==> config.mk <==
export PLATFORM = sky130hd
export DESIGN_NAME = bsg_manycore_ret_responder
export DESIGN_NICKNAME = d
export VERILOG_FILES = /design/src/rtl/bsg_manycore_ret_responder.sv
export SDC_FILE = /design/constraint.sdc
export NUM_CORES = 1
export LEC_CHECK = 0
export ABC_CLOCK_PERIOD_IN_PS = 7200
export BUFFER_PORTS_ARGS = -buffer_cell sky130_fd_sc_hd__clkbuf_2
export CORE_ASPECT_RATIO = 1.25
export CORE_MARGIN = 1
export CORE_UTILIZATION = 45
export DETAILED_ROUTE_END_ITERATION = 8
export GPL_ROUTABILITY_DRIVEN = 1
export PLACE_DENSITY = 0.88
export SLEW_MARGIN = 20
export SYNTH_ARGS = -nofsm -noshare
export SYNTH_HDL_FRONTEND = slang
export SYNTH_SLANG_ARGS = --single-unit
==> constraint.sdc <==
create_clock -name clk_i -period 7.2 [get_ports clk_i]
set_clock_uncertainty 0.2 [all_clocks]
set_input_delay 0.36 -clock clk_i [delete_from_list [all_inputs] [get_ports clk_i]]
set_output_delay 0.36 -clock clk_i [all_outputs]
set_load 0.05 [all_outputs]
==> src/rtl/bsg_manycore_ret_responder.sv <==
// Return-network responder: passes forward packets to the proc and queues one ack per accepted store.
// Optional BSG_MANYCORE_RET_ERR_EN: unknown ops also return an error ack so initiators never hang.
module bsg_manycore_ret_responder #(
   parameter int unsigned x_cord_width_p = 5,
   parameter int unsigned y_cord_width_p = 5,
   parameter int unsigned addr_width_p   = 32,
   parameter int unsigned data_width_p   = 32,
   parameter int unsigned fifo_els_p     = 4,
   localparam int unsigned packet_width_lp     = 6 + 2*(x_cord_width_p + y_cord_width_p)
                                                 + addr_width_p + data_width_p,
   localparam int unsigned ret_packet_width_lp = x_cord_width_p + y_cord_width_p + 5,
   localparam int unsigned pending_width_lp    = $clog2(fifo_els_p + 1)
) (
   input  logic                           clk_i,
   input  logic                           reset_i,
   input  logic                           v_i,
   input  logic [packet_width_lp-1:0]     data_i,
   output logic                           ready_o,
   output logic                           v_o,
   output logic [packet_width_lp-1:0]     data_o,
   input  logic                           ready_i,
   output logic                           ret_v_o,
   output logic [ret_packet_width_lp-1:0] ret_data_o,
   input  logic                           ret_ready_i,
   output logic [pending_width_lp-1:0]    pending_o
);

   localparam int unsigned ptr_width_lp   = $clog2(fifo_els_p);
   localparam int unsigned entry_width_lp = x_cord_width_p + y_cord_width_p + 2;

   typedef enum logic [0:0] {ST_EMPTY, ST_HOLD} state_e;

   state_e                          state_q, state_d;
   logic [ptr_width_lp-1:0]         wr_ptr_q, wr_ptr_d, rd_ptr_q, rd_ptr_d;
   logic [pending_width_lp-1:0]     count_q, count_d;
   logic [ret_packet_width_lp-1:0]  ret_data_q, ret_data_d;
   logic [entry_width_lp-1:0]       mem_q [fifo_els_p];

   logic [5:0]                      op;
   logic [x_cord_width_p-1:0]       from_x;
   logic [y_cord_width_p-1:0]       from_y;
   logic                            is_store, is_err, ack_needed, full, space_ok, enq, deq;
   logic [entry_width_lp-1:0]       new_entry;

   // Forward-packet decode and flow control (full gating uses the registered count only)
   assign op       = data_i[packet_width_lp-1 -: 6];
   assign from_x   = data_i[x_cord_width_p + y_cord_width_p +: x_cord_width_p];
   assign from_y   = data_i[2*x_cord_width_p + y_cord_width_p +: y_cord_width_p];
   assign is_store = (op == 6'h01);
`ifdef BSG_MANYCORE_RET_ERR_EN
   assign is_err   = (op != 6'h01) && (op != 6'h02);
`else
   assign is_err   = 1'b0;
`endif
   assign ack_needed = is_store | is_err;
   assign full       = (count_q == pending_width_lp'(fifo_els_p));
   assign space_ok   = ~ack_needed | ~full;
   assign v_o        = v_i & space_ok;
   assign ready_o    = ready_i & space_ok;
   assign data_o     = data_i;

   assign enq       = v_i & ready_o & ack_needed;
   assign deq       = (state_q == ST_HOLD) & ret_ready_i;
   assign new_entry = {from_y, from_x, is_store, is_err};

   always_comb begin
      wr_ptr_d   = wr_ptr_q + ptr_width_lp'(enq);
      rd_ptr_d   = rd_ptr_q + ptr_width_lp'(deq);
      count_d    = count_q + pending_width_lp'(enq) - pending_width_lp'(deq);
      state_d    = state_q;
      ret_data_d = '0;

      case (state_q)
         ST_EMPTY: if (enq) state_d = ST_HOLD;
         ST_HOLD:  if (deq && (count_q == pending_width_lp'(1)) && !enq) state_d = ST_EMPTY;
         default:  state_d = ST_EMPTY;
      endcase

      // Next head: the entry being written if it lands in an otherwise-empty queue
      if (state_d == ST_HOLD) begin
         if (count_q == pending_width_lp'(deq))
            ret_data_d = {1'b1, new_entry, 2'b00};
         else
            ret_data_d = {1'b1, mem_q[rd_ptr_d], 2'b00};
      end
   end

   always_ff @(posedge clk_i or negedge reset_i) begin
      if (!reset_i) begin
         state_q    <= ST_EMPTY;
         wr_ptr_q   <= '0;
         rd_ptr_q   <= '0;
         count_q    <= '0;
         ret_data_q <= '0;
      end else begin
         state_q    <= state_d;
         wr_ptr_q   <= wr_ptr_d;
         rd_ptr_q   <= rd_ptr_d;
         count_q    <= count_d;
         ret_data_q <= ret_data_d;
      end
   end

   // Ack storage; occupancy is tracked by count_q so contents need no reset
   always_ff @(posedge clk_i) begin
      if (enq) mem_q[wr_ptr_q] <= new_entry;
   end

   assign ret_v_o    = (state_q == ST_HOLD);
   assign ret_data_o = ret_data_q;
   assign pending_o  = count_q;

endmodule
Yosys cells after proc, flatten, opt, wreduce, memory -nomap -nowiden
Memories as Yosys holds them, arrays and structs flattened.
Cells that the tools add are included.
Cells by class
  eq/ne operators: 4
  reductions and logical operators: 3
  bitwise logic cells: 9
  multiply operators: 0
  mux-type cells: 6
  shift operators: 0
  $lt $le $gt $ge: 0
  divide/modulo/power cells: 0
  add/sub/neg operators: 4
Operator list (count)
  $mux W15: 1
  $mux W14: 1
  $eq A6 B1 Y1 const B: 1
  $and A1 B1 Y1: 5
  $add A2 B1 Y2: 2
  $add A3 B1 Y3: 1
  $eq A3 B1 Y1: 1
  $eq A3 B1 Y1 const B: 1
  $eq A3 B3 Y1 const B: 1
  $mux W1: 3
  $not A1 Y1: 3
  $sub A3 B1 Y3: 1
  $logic_and A1 B1 Y1: 2
  $pmux W1 S2: 1
  $logic_not A1 Y1: 1
  $or A1 B1 Y1: 1
Storage, ports and cells
  output and inout bits: 111
  bits in writable memories: 44
  ROM bits: 0
  input port bits: 95
  bits in latches: 0
  memories kept: 1
  bits in registers: 23
  word-level logic and storage cells: 32
Memories
  mem_q: depth 4, bits a word 11, rd ports 1, clocked after Yosys merged registers in 0, wr ports 1, RTL line 37  | logic [entry_width_lp-1:0] mem_q [fifo_els_p];

Longest topological paths before layout
  word-level depth: 11
  depth in mapped cells: 9

Least setup slack after synthesis
No wires, ideal clock.
  path kind: input-to-reg
  from: input data_i[89]
  to: memory mem_q[2][0] (netlist name), enable pin
  path slack: 4.585 ns
  arrival time: 2.019 ns
  stages: 4
  path buffers: 0
  library setup time: 0.396 ns
  required time: 6.604 ns
  path through: or4b_4 -> nor2_8 -> nand2_4 -> nor3b_1
Between the ends
  longest elaborated chain between the ends: 8
RTL lines
  start: declaration: RTL line 17  | input logic [packet_width_lp-1:0] data_i,
  $eq A6 B1 Y1 *: RTL line 49  | assign is_store = (op == 6'h01);
  named net ack_needed: RTL line 42  | logic is_store, is_err, ack_needed, full, space_ok, enq, deq;
  $not A1 Y1: RTL line 57  | assign space_ok = ~ack_needed | ~full;
  $or A1 B1 Y1: RTL line 57
  $and A1 B1 Y1: RTL line 59  | assign ready_o = ready_i & space_ok;
  $and A1 B1 Y1: RTL line 62  | assign enq = v_i & ready_o & ack_needed;
  $and A1 B1 Y1 *: RTL line 62
  $mux W1 *: RTL line 106  | if (enq) mem_q[wr_ptr_q] <= new_entry;
  $mux W1 (implied by the code) *: RTL line 106
  end: declaration: RTL line 37
The timed path passes the listed nets; every way through them passes the cells marked *.

Final worst setup path
  from: register state_q (netlist: ret_v_o)
  to: register ret_data_q[10] (netlist: ret_data_o[10])
RTL lines
  start: declaration: RTL line 33  | state_e state_q, state_d;
  start signal: assignment: RTL line 96  | state_q <= state_d;
  $and A1 B1 Y1: RTL line 63  | assign deq = (state_q == ST_HOLD) & ret_ready_i;
  $add A2 B1 Y2: RTL line 68  | rd_ptr_d = rd_ptr_q + ptr_width_lp'(deq);
  named net rd_ptr_d[0]: RTL line 34  | logic [ptr_width_lp-1:0] wr_ptr_q, wr_ptr_d, rd_ptr_q, rd_ptr_d;
  $mem_v2 Z4 W11
  $mux W14: RTL line 81  | if (count_q == pending_width_lp'(deq))
  $mux W15: RTL line 80  | if (state_d == ST_HOLD) begin
  named net ret_data_d[10]: RTL line 36  | logic [ret_packet_width_lp-1:0] ret_data_q, ret_data_d;
  end signal: assignment: RTL line 100  | ret_data_q <= ret_data_d;
  end: declaration: RTL line 36
The timed path passes the listed nets, and every way through them passes these cells.

==> results.md <==
- Status: finished, final reports clean
- P_sw: around 0.00037 W
- GPL Wtd Cong: 0.724
- Post-DR vias/cell: 4.84
- Internal cell power: between 0.0007 and 0.0008 W
- Syn avg cell area: between 10 and 15 µm²
- Global route total overflow: 0
- Initial antenna violation count: 0
- Comb pwr share: 32.0%
- First-pass GRT wire length: between 7000 and 8000 µm
- WL per Instance: between 15 and 20 µm
- H-tree Lvls: 3
- Static Leak: 1.30 nW
- Worst Tran Pin Value: between 1000 and 1500 ps
- Post-DRT Antenna Nets: 0
- Clock-pin slew of the registers on the worst-case setup and hold paths: ~70 ps
- Pwr/cell area: approximately 350 mW/mm²
- Max FO, Critical Path: 12
- Core Box Area: ~0.0069 mm²
- Final period utilization: 35.0%
- Worst slew margin: ~30%
- Synth Register Bits: 63
- Crit Path Class: flip-flop to flip-flop
- Chip width: approximately 78 µm
- CTS buffer count: 9
- Slew Limit Fails: 0
- Nets: between 300 and 400
- Vias in the first global route: between 1000 and 1500
- Synth Area in XOR/XNOR: under 10%
- Main synth FF type: edfxtp_1
- Mapped Cells: 231
- Max-Cap Viols: 0
- Ratio of cells with drive above 1 in the final layout: 42.8%
- Worst vdd ir: around 0.26 mV
- Switching Fraction: 34.2%
- # IOs: between 200 and 250
- Via count: 1441
- Clock sinks: 63
- Clk pwr share: between 20% and 30%
- DRT Pass-1 Iters: 4
- Largest net degree at the start of global routing: 20
- DRT iter0 DRCs: 54
- Flop pwr share: 40.5%
- Setup TNS: 0 ps
- DRC Markers: 0
- Multi-input logic area: between 600 and 700 µm²
- Total wire length: roughly 5200 µm
- Register Area: roughly 0.0018 mm²
- Yosys warning count: 0
- Die area: approximately 0.0075 mm²
- Crit start category: flip-flop
- Antenna cells: 0
- RSZ-0062 raised after global routing: no
- Post-cts sizing count: 0
- Die H: roughly 96 µm
- IO Port Bufs: 54
- Simple-Gate Fraction of Synth Area: 5.34%
- Synth cell types: 28
- Max Clk Rate: around 400 MHz
- Worst min path class: primary input to flip-flop
- Clock root cell: clkbuf_8
- Compound-gate portion of the synthesized area: less than 1%
- Synth async-reset ratio: between 30% and 40%
- Fill cells: slightly above 600
- Synth-to-layout area growth: -3.47%
- Fin. Hold Viols: 0
- TritonCTS clock tree: built
- Starting Density: ~46%
- Largest family of logic cells by synthesized area: buffers and inverters
- Crit. End Element: flip-flop
- DP HPWL: around 3600 µm
- Mux contribution to synthesized area: 11.2%
- Bufs on Longest Clock Path: 2
- Adder-Cell Fraction of Synth Area: between 2 and 2.5%
- Fin crit period: ~2500 ps
- Clk_lat worst skew: 330 ps
- Endpoints failing setup: 0
- Gr usage total: 14.9%
- Post-synthesis sequential area ratio: a little under three fifths
- Worst Path Arrival: 2520 ps
- Number of enable flip-flop cells after synthesis: between 40 and 50
- Cell Area, Synth: roughly 0.0032 mm²
- Row count: 34
- Req. time, crit path: about 7200 ps
- DP Cell Count: roughly 280
- Filler-free cell count of the finished design: about 300
-- registers in the layout, summed over array words and instances (netlist names) --
name and cells:
ret_v_o 1, mem_q 44, ret_data_o 11, pending_o 3
wr_ptr_q 2, rd_ptr_q 2
-- cell families after synthesis --
kind of cell,Yosys count
flip-flops,63
multiplexers,22
other,1
buffers and inverters,103
XOR/XNOR,4
adder cells (fa/ha/maj),5
AND/OR/NAND/NOR,30
AO/OA/AOI/OAI,3
-- cell usage after synthesis (2+ instances only) --
master | n | area (µm²)
and2_1 | 3 | 18.8
and3_1 | 2 | 12.5
buf_2 | 3 | 15.0
buf_4 | 94 | 706
dfrtp_1 | 19 | 475
edfxtp_1 | 44 | 1320
ha_1 | 4 | 50.1
inv_1 | 4 | 15.0
mux2i_1 | 11 | 110
mux4_2 | 11 | 248
nand2_1 | 3 | 11.3
nor2_1 | 14 | 52.6
nor3b_1 | 2 | 15.0
xor2_1 | 3 | 26.3
-- path summary, 6_finish.rpt --
path	endpoint	cells after the start	slack [ps]	startpoint
setup / recovery	ret_data_o[10]	5	4680	ret_v_o
hold / removal	mem_q[3][7]	1	80	data_i[16]
setup reg to reg	ret_data_o[10]	5	4680	ret_v_o
hold reg to reg	pending_o[2]	1	320	pending_o[2]
max in group asynchronous	ret_data_o[12]	2	6140	reset_i
min in group asynchronous	ret_data_o[13]	2	320	reset_i
-- stage by stage --
step	hold WS, ps	instance area (µm²)	utilization, %	setup WS (ps)	total power [W]
floorplan	-136	3220	-	4580	0.000847
global placement	155	2880	41.6	4460	0.000788
detailed placement	161	2880	41.6	4360	0.000799
CTS	68.8	3090	44.6	4450	0.00110
global route	87.1	3100	44.7	4500	0.00114
finish	83.3	3100	44.7	4680	0.00108
-- final cells by class --
class / count / share of cell area, %
clock buffers: 10 / 4.44
clock inverters: 6 / 1.94
inverters: 5 / 0.646
multi-input cells: 67 / 21.8
flip-flops and latches: 63 / 58.0
well taps: 90 / 3.64
repair buffers: 57 / 9.54
-- worst max-delay path, stage by stage (launching register included) --
cell,delay (ps)
dfrtp_1,440
and2_1,190
ha_1,760
mux4_2,590
mux2i_1,150
nor2_1,60
-- cell usage in the layout (no fill, tap or decap), types with 2 or more instances in the layout --
master,n
clkinv_2,3
and2_1,3
xor2_1,2
buf_4,2
nor3b_1,2
conb_1,3
nor2_1,14
nand2_1,3
mux2i_1,11
dfrtp_1,19
ha_1,4
clkbuf_8,10
and3_1,2
mux4_2,11
edfxtp_1,44
inv_1,4
clkbuf_2,54
-- timing repair --
| item | in CTS | in global routing |
|---|---|---|
| buffers inserted | 0 | 0 |
| hold buffers | 1 | 0 |
| endpoints found under the hold margin | 19 | 0 |
-- layer usage --
layer	track usage, %	share of wire, %	vias to the layer above
met2	24.1	50	81
met3	8.54	12	22
li1	-	-	645
met5	0	0	-
met1	14.2	36	693
met4	11.0	2.6	0
-- power groups by stage --
stage / sequential (W) / combinational, W / clock, W
finish: 0.000440 / 0.000347 / 0.000298
global route: 0.000443 / 0.000374 / 0.000320
CTS: 0.000440 / 0.000353 / 0.000306
detailed placement: 0.000447 / 0.000351 / 0
global placement: 0.000446 / 0.000342 / 0
floorplan: 0.000516 / 0.000332 / 0
No activity file was read; power rests on OpenSTA's default activity.
